File: config.mk
export PLATFORM = sky130hd
export DESIGN_NAME = apb_bridge_flat
export DESIGN_NICKNAME = d
export VERILOG_FILES = /design/src/rtl/apb_pkg.sv /design/src/rtl/apb_bridge_if.sv /design/src/rtl/apb_addr_decode.sv /design/src/rtl/apb_bridge.sv /design/src/flat_wrapper.sv
export SDC_FILE = /design/constraint.sdc
export NUM_CORES = 1
export LEC_CHECK = 0
export CAP_MARGIN = 25
export CORE_AREA = 2 2 119 121
export DETAILED_ROUTE_END_ITERATION = 10
export DIE_AREA = 0 0 121 123
export PLACE_DENSITY_LB_ADDON = 0.12
export SLEW_MARGIN = 20
export SYNTH_ARGS = -nofsm -noshare
export SYNTH_HDL_FRONTEND = slang
export SYNTH_SLANG_ARGS = --single-unit
export TNS_END_PERCENT = 1
File: constraint.sdc
create_clock -name clk -period 4.71 [get_ports clk]
set_clock_uncertainty 0.05 [all_clocks]
set_input_delay 0.942 -clock clk [delete_from_list [all_inputs] [get_ports clk]]
set_output_delay 0.942 -clock clk [all_outputs]
set_load 0.01 [all_outputs]
File: src/rtl/apb_pkg.sv
// Shared types and constants for the APB bridge and its address decoder.
package apb_pkg;

  typedef enum logic [1:0] {
    ST_IDLE   = 2'd0,
    ST_SETUP  = 2'd1,
    ST_ACCESS = 2'd2,
    ST_DONE   = 2'd3
  } apb_state_e;

  localparam logic [31:0] APB_BASE_ADDR  = 32'h4000D000;
  localparam int          APB_SLOT_SHIFT = 12;
  localparam int          APB_NUM_SLAVES = 4;

  // Slot index width; never zero so a single-slave build still has a port.
  function automatic int slot_w(input int n);
    return (n > 1) ? $clog2(n) : 1;
  endfunction

endpackage

File: src/rtl/apb_bridge_if.sv
// Bus-side request/response and APB-side signals of the bridge.
// Handshake: a request is presented by holding hsel_i high with addr_i/hwdata_i/we_i stable while hold_o is high;
// the response (hrdata_o, err_o) is valid only in the single cycle after hold_o falls.
interface apb_bridge_if #(
  parameter int NUM_SLAVES = apb_pkg::APB_NUM_SLAVES
);
  logic                    hsel_i;
  logic [31:0]             addr_i;
  logic [31:0]             hwdata_i;
  logic                    we_i;
  logic [31:0]             hrdata_o;
  logic                    hold_o;
  logic                    err_o;
  logic [31:0]             paddr_o;
  logic [NUM_SLAVES-1:0]   psel_o;
  logic                    penable_o;
  logic                    pwrite_o;
  logic [31:0]             pwdata_o;
  logic [32*NUM_SLAVES-1:0] prdata_i;
  logic [NUM_SLAVES-1:0]   pready_i;
  logic [NUM_SLAVES-1:0]   pslverr_i;

  modport master (
    output hsel_i, addr_i, hwdata_i, we_i, prdata_i, pready_i, pslverr_i,
    input  hrdata_o, hold_o, err_o, paddr_o, psel_o, penable_o, pwrite_o, pwdata_o
  );

  modport slave (
    input  hsel_i, addr_i, hwdata_i, we_i, prdata_i, pready_i, pslverr_i,
    output hrdata_o, hold_o, err_o, paddr_o, psel_o, penable_o, pwrite_o, pwdata_o
  );
endinterface

File: src/rtl/apb_addr_decode.sv
// Maps a bus address onto a 4 KB peripheral slot index plus a mapped flag.
module apb_addr_decode
  import apb_pkg::*;
#(
  parameter logic [31:0] BASE_ADDR  = APB_BASE_ADDR,
  parameter int          NUM_SLAVES = APB_NUM_SLAVES,
  parameter int          SLOT_W     = slot_w(NUM_SLAVES)
) (
  input  logic [31:0]       addr_i,
  output logic [SLOT_W-1:0] slot_o,
  output logic              mapped_o
);

  logic [31:0] slot_full;

  // Below-base addresses wrap to a huge slot; the base compare rejects them explicitly.
  assign slot_full = (addr_i - BASE_ADDR) >> APB_SLOT_SHIFT;
  assign mapped_o  = (addr_i >= BASE_ADDR) && (slot_full < 32'(NUM_SLAVES));
  assign slot_o    = slot_full[SLOT_W-1:0];

endmodule

File: src/rtl/apb_bridge.sv
// Single-request bus to APB3 bridge: decode, SETUP/ACCESS handshake, timeout abort, pipeline hold.
module apb_bridge
  import apb_pkg::*;
#(
  parameter logic [31:0] BASE_ADDR      = APB_BASE_ADDR,
  parameter int          NUM_SLAVES     = APB_NUM_SLAVES,
  parameter int          TIMEOUT_CYCLES = 16
) (
  input  logic        clk,
  input  logic        rst,
  apb_bridge_if.slave bus,
  output apb_state_e  state_o
);

  localparam int SW = slot_w(NUM_SLAVES);
  localparam int CW = $clog2(TIMEOUT_CYCLES);
  localparam logic [CW-1:0] CNT_LAST = CW'(TIMEOUT_CYCLES - 1);

  apb_state_e            state_q, state_d;
  logic [SW-1:0]         slot_q, slot_d;
  logic [CW-1:0]         cnt_q, cnt_d;
  logic [31:0]           paddr_q, paddr_d;
  logic [31:0]           pwdata_q, pwdata_d;
  logic                  pwrite_q, pwrite_d;
  logic [NUM_SLAVES-1:0] psel_q, psel_d;
  logic                  penable_q, penable_d;
  logic [31:0]           hrdata_q, hrdata_d;
  logic                  err_q, err_d;

  logic [SW-1:0] dec_slot;
  logic          dec_mapped;
  logic          sel_ready, sel_err;
  logic [31:0]   sel_rdata;

  apb_addr_decode #(
    .BASE_ADDR  (BASE_ADDR),
    .NUM_SLAVES (NUM_SLAVES),
    .SLOT_W     (SW)
  ) u_decode (
    .addr_i   (bus.addr_i),
    .slot_o   (dec_slot),
    .mapped_o (dec_mapped)
  );

  // Only the captured slot's ready/error/data are visible to the FSM.
  always_comb begin
    sel_ready = 1'b0;
    sel_err   = 1'b0;
    sel_rdata = '0;
    for (int k = 0; k < NUM_SLAVES; k++) begin
      if (slot_q == SW'(k)) begin
        sel_ready = bus.pready_i[k];
        sel_err   = bus.pslverr_i[k];
        sel_rdata = bus.prdata_i[32*k +: 32];
      end
    end
  end

  always_comb begin
    state_d   = state_q;
    slot_d    = slot_q;
    cnt_d     = cnt_q;
    paddr_d   = paddr_q;
    pwdata_d  = pwdata_q;
    pwrite_d  = pwrite_q;
    psel_d    = psel_q;
    penable_d = penable_q;
    hrdata_d  = hrdata_q;
    err_d     = err_q;
    case (state_q)
      ST_IDLE: begin
        if (bus.hsel_i) begin
          if (dec_mapped) begin
            paddr_d  = bus.addr_i;
            pwdata_d = bus.hwdata_i;
            pwrite_d = bus.we_i;
            slot_d   = dec_slot;
            psel_d   = '0;
            psel_d[dec_slot] = 1'b1;
            state_d  = ST_SETUP;
          end else begin
            err_d    = 1'b1;
            hrdata_d = '0;
            state_d  = ST_DONE;
          end
        end
      end
      ST_SETUP: begin
        penable_d = 1'b1;
        state_d   = ST_ACCESS;
      end
      ST_ACCESS: begin
        cnt_d = cnt_q + CW'(1);
        if (sel_ready) begin
          hrdata_d  = pwrite_q ? 32'h0 : sel_rdata;
          err_d     = sel_err;
          psel_d    = '0;
          penable_d = 1'b0;
          state_d   = ST_DONE;
        end else if (cnt_q == CNT_LAST) begin
          hrdata_d  = '0;
          err_d     = 1'b1;
          psel_d    = '0;
          penable_d = 1'b0;
          state_d   = ST_DONE;
        end
      end
      ST_DONE: begin
        err_d   = 1'b0;
        cnt_d   = '0;
        state_d = ST_IDLE;
      end
      default: state_d = ST_IDLE;
    endcase
  end

  always_ff @(posedge clk) begin
    if (!rst) begin
      state_q   <= ST_IDLE;
      slot_q    <= '0;
      cnt_q     <= '0;
      paddr_q   <= '0;
      pwdata_q  <= '0;
      pwrite_q  <= 1'b0;
      psel_q    <= '0;
      penable_q <= 1'b0;
      hrdata_q  <= '0;
      err_q     <= 1'b0;
    end else begin
      state_q   <= state_d;
      slot_q    <= slot_d;
      cnt_q     <= cnt_d;
      paddr_q   <= paddr_d;
      pwdata_q  <= pwdata_d;
      pwrite_q  <= pwrite_d;
      psel_q    <= psel_d;
      penable_q <= penable_d;
      hrdata_q  <= hrdata_d;
      err_q     <= err_d;
    end
  end

  // The stall must appear in the request cycle itself, so IDLE passes hsel_i straight through.
  assign bus.hold_o    = (state_q == ST_IDLE) ? bus.hsel_i : (state_q != ST_DONE);
  assign bus.hrdata_o  = hrdata_q;
  assign bus.err_o     = err_q;
  assign bus.paddr_o   = paddr_q;
  assign bus.psel_o    = psel_q;
  assign bus.penable_o = penable_q;
  assign bus.pwrite_o  = pwrite_q;
  assign bus.pwdata_o  = pwdata_q;
  assign state_o       = state_q;

endmodule

File: src/flat_wrapper.sv
// flat-port wrapper written by rule: the top's interface ports become plain ports
module apb_bridge_flat import apb_pkg::*;
#(
  parameter logic [31:0] BASE_ADDR      = APB_BASE_ADDR,
  parameter int          NUM_SLAVES     = APB_NUM_SLAVES,
  parameter int          TIMEOUT_CYCLES = 16
)
  (clk, rst, state_o, bus_hsel_i, bus_addr_i, bus_hwdata_i, bus_we_i, bus_prdata_i, bus_pready_i, bus_pslverr_i, bus_hrdata_o, bus_hold_o, bus_err_o, bus_paddr_o, bus_psel_o, bus_penable_o, bus_pwrite_o, bus_pwdata_o);
  apb_bridge_if #(.NUM_SLAVES(NUM_SLAVES)) bus_i ();
  input  logic clk;
  input  logic rst;
  output apb_state_e state_o;
  input wire logic [$bits(bus_i.hsel_i)-1:0] bus_hsel_i;
  input wire logic [$bits(bus_i.addr_i)-1:0] bus_addr_i;
  input wire logic [$bits(bus_i.hwdata_i)-1:0] bus_hwdata_i;
  input wire logic [$bits(bus_i.we_i)-1:0] bus_we_i;
  input wire logic [$bits(bus_i.prdata_i)-1:0] bus_prdata_i;
  input wire logic [$bits(bus_i.pready_i)-1:0] bus_pready_i;
  input wire logic [$bits(bus_i.pslverr_i)-1:0] bus_pslverr_i;
  output wire logic [$bits(bus_i.hrdata_o)-1:0] bus_hrdata_o;
  output wire logic [$bits(bus_i.hold_o)-1:0] bus_hold_o;
  output wire logic [$bits(bus_i.err_o)-1:0] bus_err_o;
  output wire logic [$bits(bus_i.paddr_o)-1:0] bus_paddr_o;
  output wire logic [$bits(bus_i.psel_o)-1:0] bus_psel_o;
  output wire logic [$bits(bus_i.penable_o)-1:0] bus_penable_o;
  output wire logic [$bits(bus_i.pwrite_o)-1:0] bus_pwrite_o;
  output wire logic [$bits(bus_i.pwdata_o)-1:0] bus_pwdata_o;
  assign bus_i.hsel_i = bus_hsel_i;
  assign bus_i.addr_i = bus_addr_i;
  assign bus_i.hwdata_i = bus_hwdata_i;
  assign bus_i.we_i = bus_we_i;
  assign bus_i.prdata_i = bus_prdata_i;
  assign bus_i.pready_i = bus_pready_i;
  assign bus_i.pslverr_i = bus_pslverr_i;
  assign bus_hrdata_o = bus_i.hrdata_o;
  assign bus_hold_o = bus_i.hold_o;
  assign bus_err_o = bus_i.err_o;
  assign bus_paddr_o = bus_i.paddr_o;
  assign bus_psel_o = bus_i.psel_o;
  assign bus_penable_o = bus_i.penable_o;
  assign bus_pwrite_o = bus_i.pwrite_o;
  assign bus_pwdata_o = bus_i.pwdata_o;
  apb_bridge #(.BASE_ADDR(BASE_ADDR), .NUM_SLAVES(NUM_SLAVES), .TIMEOUT_CYCLES(TIMEOUT_CYCLES)) u_core (.clk(clk), .rst(rst), .bus(bus_i), .state_o(state_o));
endmodule
==> metrics.txt <==
# TYPE chip_impl_metric gauge
chip_impl_metric{name="first_pass_iteration_count_of_the_detailed_router",unit=""} 4
chip_impl_metric{name="flow.area_growth_from_synthesis",unit="%"} 60.3
chip_impl_metric{name="clock_network_latency_to_the_later_pin_of_the_worst_skew_pair",unit="ps"} 340
chip_impl_info{name="rr_endpoint",value="u_core.bus.hrdata_o[31]$_SDFFE_PN0P_"} 1
chip_impl_metric{name="ys_ff_latch",unit=""} 111
chip_impl_metric{name="layout_min_cycle_time",unit="ps"} 4060
chip_impl_metric{name="highest_ir_drop_seen_on_vdd",unit="mV"} 0.261
chip_impl_metric{name="maxCapViolations",unit=""} 0
chip_impl_metric{name="power.density_cell_area",unit="nW/µm²"} 279
chip_impl_metric{name="max_slew_violation_count",unit=""} 0
chip_impl_metric{name="drive_above_1_share",unit="%"} 5.13
chip_impl_metric{name="chipWidth",unit="µm"} 121
chip_impl_metric{name="grt_pass1_vias",unit=""} 5187
chip_impl_info{name="min-delay-start",value="u_core.bus.paddr_o[30]$_SDFFE_PN0P_"} 1
chip_impl_metric{name="worst_slew_margin_rel",unit="%"} 33.6
chip_impl_info{name="kind_of_end_point_of_the_critical_path",value="flip-flop"} 1
chip_impl_metric{name="regToRegSetupSlack",unit="ps"} 1800
chip_impl_metric{name="half_perimeter_wire_length_of_the_detailed_placement_result",unit="µm"} 13600
chip_impl_metric{name="tns",unit="ps"} 0
chip_impl_metric{name="route.final.wire_length",unit="µm"} 17800
chip_impl_metric{name="worstPathArrival",unit="ps"} 4200
chip_impl_metric{name="first_pass_grt_wire_length",unit="µm"} 26600
chip_impl_metric{name="io-pin-count",unit=""} 310
chip_impl_metric{name="number_of_sinks_on_the_clock_net",unit=""} 111
chip_impl_metric{name="wire_length_per_cell_after_detailed_routing",unit="µm"} 17.8
chip_impl_metric{name="die_area",unit="µm²"} 14900
chip_impl_metric{name="synth-edff-count",unit=""} 0
chip_impl_metric{name="grt_start_max_net_pins",unit=""} 68
chip_impl_metric{name="cts_repair_resize_count",unit=""} 0
chip_impl_metric{name="buffer_ports.inserted",unit=""} 309
chip_impl_info{name="setup_repair_after_global_routing_missed_its_margin",value="no"} 1
chip_impl_metric{name="synth.yosys.seq_area_share",unit="%"} 39.6
chip_impl_metric{name="final-setup-viol-count",unit=""} 0
chip_impl_info{name="outcome",value="finished clean"} 1
chip_impl_metric{name="ys_async_sr_fraction",unit="%"} 0
chip_impl_metric{name="total_via_count_after_detailed_routing",unit=""} 5203
chip_impl_metric{name="power.total",unit="mW"} 2.51
chip_impl_metric{name="syn_avg_cell_area",unit="µm²"} 10.6
chip_impl_info{name="final_common_cell",value="sky130_fd_sc_hd__clkdlybuf4s50_1"} 1
chip_impl_metric{name="globalRouteTotalUtil",unit="%"} 22.8
chip_impl_metric{name="synth_area",unit="µm²"} 5610
chip_impl_info{name="worstSetupPathType",value="primary input to flip-flop"} 1
chip_impl_metric{name="core_region_area",unit="µm²"} 13600
chip_impl_metric{name="fmax",unit="MHz"} 246
chip_impl_metric{name="cp.required",unit="ps"} 4850
chip_impl_info{name="tritoncts",value="yes"} 1
chip_impl_metric{name="dieHeight",unit="µm"} 123
chip_impl_metric{name="route.detailed.vias_per_inst",unit=""} 5.20
chip_impl_metric{name="gpl.final_weighted_congestion",unit=""} 0.899
chip_impl_metric{name="antenna_found_initial",unit=""} 3
chip_impl_info{name="timing.hold.worst.class",value="flip-flop to flip-flop"} 1
chip_impl_metric{name="numCtsBuffers",unit=""} 9
chip_impl_metric{name="syn_nets",unit=""} 741
chip_impl_metric{name="placement.setup.worst_slack",unit="ps"} 330
chip_impl_metric{name="core.rowCount",unit=""} 43
chip_impl_metric{name="final-instance-count-excl-fill",unit=""} 1001
chip_impl_metric{name="cts.hold.buffers_added",unit=""} 0
chip_impl_metric{name="finalHoldViolCount",unit=""} 0
chip_impl_metric{name="syn_inst",unit=""} 528
chip_impl_info{name="worstHoldEndpoint",value="u_core.bus.paddr_o[30]$_SDFFE_PN0P_"} 1
chip_impl_metric{name="global_route.overflow_total",unit=""} 0
chip_impl_metric{name="fin_ws",unit="ps"} 653
chip_impl_metric{name="yosysWarningCount",unit=""} 0
chip_impl_info{name="worst_reg2reg_startpoint",value="u_core.state_o[0]$_SDFFE_PN0P_"} 1
chip_impl_metric{name="multiInputGateArea",unit="µm²"} 3060
chip_impl_metric{name="layout.area.seq",unit="µm²"} 2220
chip_impl_metric{name="cts.repair_timing.setup_buffer_count",unit=""} 0
chip_impl_metric{name="count_of_cell_types_in_the_netlist",unit=""} 54
chip_impl_metric{name="ant_nets",unit=""} 0
chip_impl_metric{name="drc",unit=""} 0
chip_impl_metric{name="standby_leakage_power",unit="nW"} 3.76
chip_impl_info{name="synth_ff_type",value="sky130_fd_sc_hd__dfxtp_1"} 1
chip_impl_info{name="most-common-layout-cells",value="308 x sky130_fd_sc_hd__clkdlybuf4s50_1, 110 x sky130_fd_sc_hd__dfxtp_1, 83 x sky130_fd_sc_hd__mux2i_1, 73 x sky130_fd_sc_hd__nand2_1, 62 x sky130_fd_sc_hd__nor2_1"} 1
chip_impl_metric{name="n_fill_cell",unit=""} 1073
chip_impl_metric{name="floorplan.initialDensity",unit="%"} 41.2
chip_impl_metric{name="clk_pin_slew_worst_paths",unit="ps"} 70
chip_impl_metric{name="nNetsFinal",unit=""} 1027
chip_impl_info{name="setup.worst_path.start_class",value="primary input"} 1
chip_impl_metric{name="crit_path_max_fanout",unit=""} 32
chip_impl_info{name="cts_root_buffer",value="sky130_fd_sc_hd__clkbuf_16"} 1
chip_impl_metric{name="hold-path-cell-count",unit=""} 2
chip_impl_metric{name="min_period_over_period",unit="%"} 86.1
chip_impl_metric{name="cts.htree.levels",unit=""} 3
chip_impl_metric{name="worst_r2r_path_depth",unit=""} 9
chip_impl_metric{name="drt_iter0_drc",unit=""} 279
chip_impl_metric{name="place_inst",unit=""} 983
chip_impl_metric{name="clk_path_buf_depth",unit=""} 2
chip_impl_metric{name="transition_at_the_pin_with_the_smallest_max_transition_slack",unit="ps"} 996
## routing by layer
layer	part of all wire, %	global-route usage [%]	wire (µm)	up-vias
li1	-	-	-	2471
met1	38	25.4	6750	2447
met2	48	38.6	8530	247
met3	11	8.53	1950	36
met4	3.2	10.6	578	2
met5	0.073	0	13	-
## cell families after synthesis
family,after synthesis,share of synthesized area (%)
simple gates,196,16.4
mux,117,30.3
flops,111,39.6
buf+inv,49,6.00
compound gates,40,4.84
fa+ha+maj,9,2.01
xor+xnor,6,0.937
## worst max-delay path, stage by stage
cell	delay, ps
sky130_fd_sc_hd__clkdlybuf4s50_1	590
sky130_fd_sc_hd__nor4_4	490
sky130_fd_sc_hd__nand4_2	190
sky130_fd_sc_hd__o41a_1	370
sky130_fd_sc_hd__a31o_1	220
sky130_fd_sc_hd__and4b_1	280
sky130_fd_sc_hd__or3_2	860
sky130_fd_sc_hd__mux2i_1	240
## how the worst max path moves through the flow
stage / from / to / depth (start not counted) / slack [ps]
floorplan: bus_addr_i[16] / u_core.bus.hrdata_o[10]$_SDFFE_PN0P_ / 11 / 1450
global placement: bus_addr_i[12] / u_core.bus.hrdata_o[19]$_SDFFE_PN0P_ / 10 / 480
detailed placement: bus_addr_i[16] / u_core.bus.hrdata_o[28]$_SDFFE_PN0P_ / 8 / 330
CTS: bus_addr_i[16] / u_core.bus.hrdata_o[28]$_SDFFE_PN0P_ / 8 / 700
global route: bus_addr_i[12] / u_core.bus.hrdata_o[28]$_SDFFE_PN0P_ / 10 / 420
finish: bus_addr_i[16] / u_core.bus.hrdata_o[31]$_SDFFE_PN0P_ / 8 / 650
## report_power, final
part / internal (mW) / switching (mW) / total [mW]
registers: 0.980 / 0.0325 / 1.01
clock network: 0.423 / 0.358 / 0.781
logic: 0.394 / 0.318 / 0.713
total: 1.80 / 0.709 / 2.51
## metrics by stage
step           cell area (µm²)  utilization (%)  hold slack [ps]
2_1_floorplan             5610                -              420
3_3_place_gp              8680             63.8              386
3_5_place_dp              8680             63.8              386
4_1_cts                   8990             66.0              397
5_1_grt                   8990             66.1              413
6_report                  8990             66.1              397
## Yosys cell counts (3+ instances only)
cell / instances / share of area [%]
sky130_fd_sc_hd__nor3_1: 6 / 0.54
sky130_fd_sc_hd__xnor2_1: 3 / 0.47
sky130_fd_sc_hd__a21o_1: 4 / 0.54
sky130_fd_sc_hd__ha_1: 9 / 2.0
sky130_fd_sc_hd__a211oi_1: 3 / 0.40
sky130_fd_sc_hd__clkbuf_8: 6 / 1.5
sky130_fd_sc_hd__nand2b_1: 3 / 0.33
sky130_fd_sc_hd__nand2_1: 73 / 4.9
sky130_fd_sc_hd__buf_2: 5 / 0.45
sky130_fd_sc_hd__o22ai_1: 3 / 0.33
sky130_fd_sc_hd__inv_1: 10 / 0.67
sky130_fd_sc_hd__buf_6: 4 / 0.80
sky130_fd_sc_hd__mux4_2: 7 / 2.8
sky130_fd_sc_hd__nand3_1: 16 / 1.4
sky130_fd_sc_hd__buf_12: 3 / 1.1
sky130_fd_sc_hd__o21ai_0: 11 / 0.98
sky130_fd_sc_hd__a21oi_1: 5 / 0.45
sky130_fd_sc_hd__buf_1: 5 / 0.33
sky130_fd_sc_hd__dfxtp_1: 111 / 40
sky130_fd_sc_hd__mux4_1: 27 / 13
sky130_fd_sc_hd__clkbuf_1: 15 / 1.0
sky130_fd_sc_hd__nor2_1: 62 / 4.1
sky130_fd_sc_hd__and3_1: 14 / 1.6
sky130_fd_sc_hd__and4b_1: 3 / 0.54
sky130_fd_sc_hd__xor2_1: 3 / 0.47
sky130_fd_sc_hd__mux2i_1: 83 / 15
## cell type report
class	instances	share of cell area, %
repair buffers	314	34.9
multi-input cells	368	34.0
flip-flops and latches	111	24.7
clock buffers	10	2.55
well taps	180	2.50
clock inverters	6	0.849
inverters	10	0.417
diodes	2	0.0556
## flip-flops by register name, indices dropped and copies added, names as in the netlist
name                  cells
u_core.bus.err_o          1
u_core.bus.hrdata_o      32
u_core.bus.paddr_o       32
u_core.bus.penable_o      1
u_core.bus.psel_o         4
u_core.bus.pwdata_o      32
u_core.bus.pwrite_o       1
u_core.cnt_q              4
u_core.slot_q             2
u_core.state_o            2
Note: power is estimated with default switching activity, not from simulation.
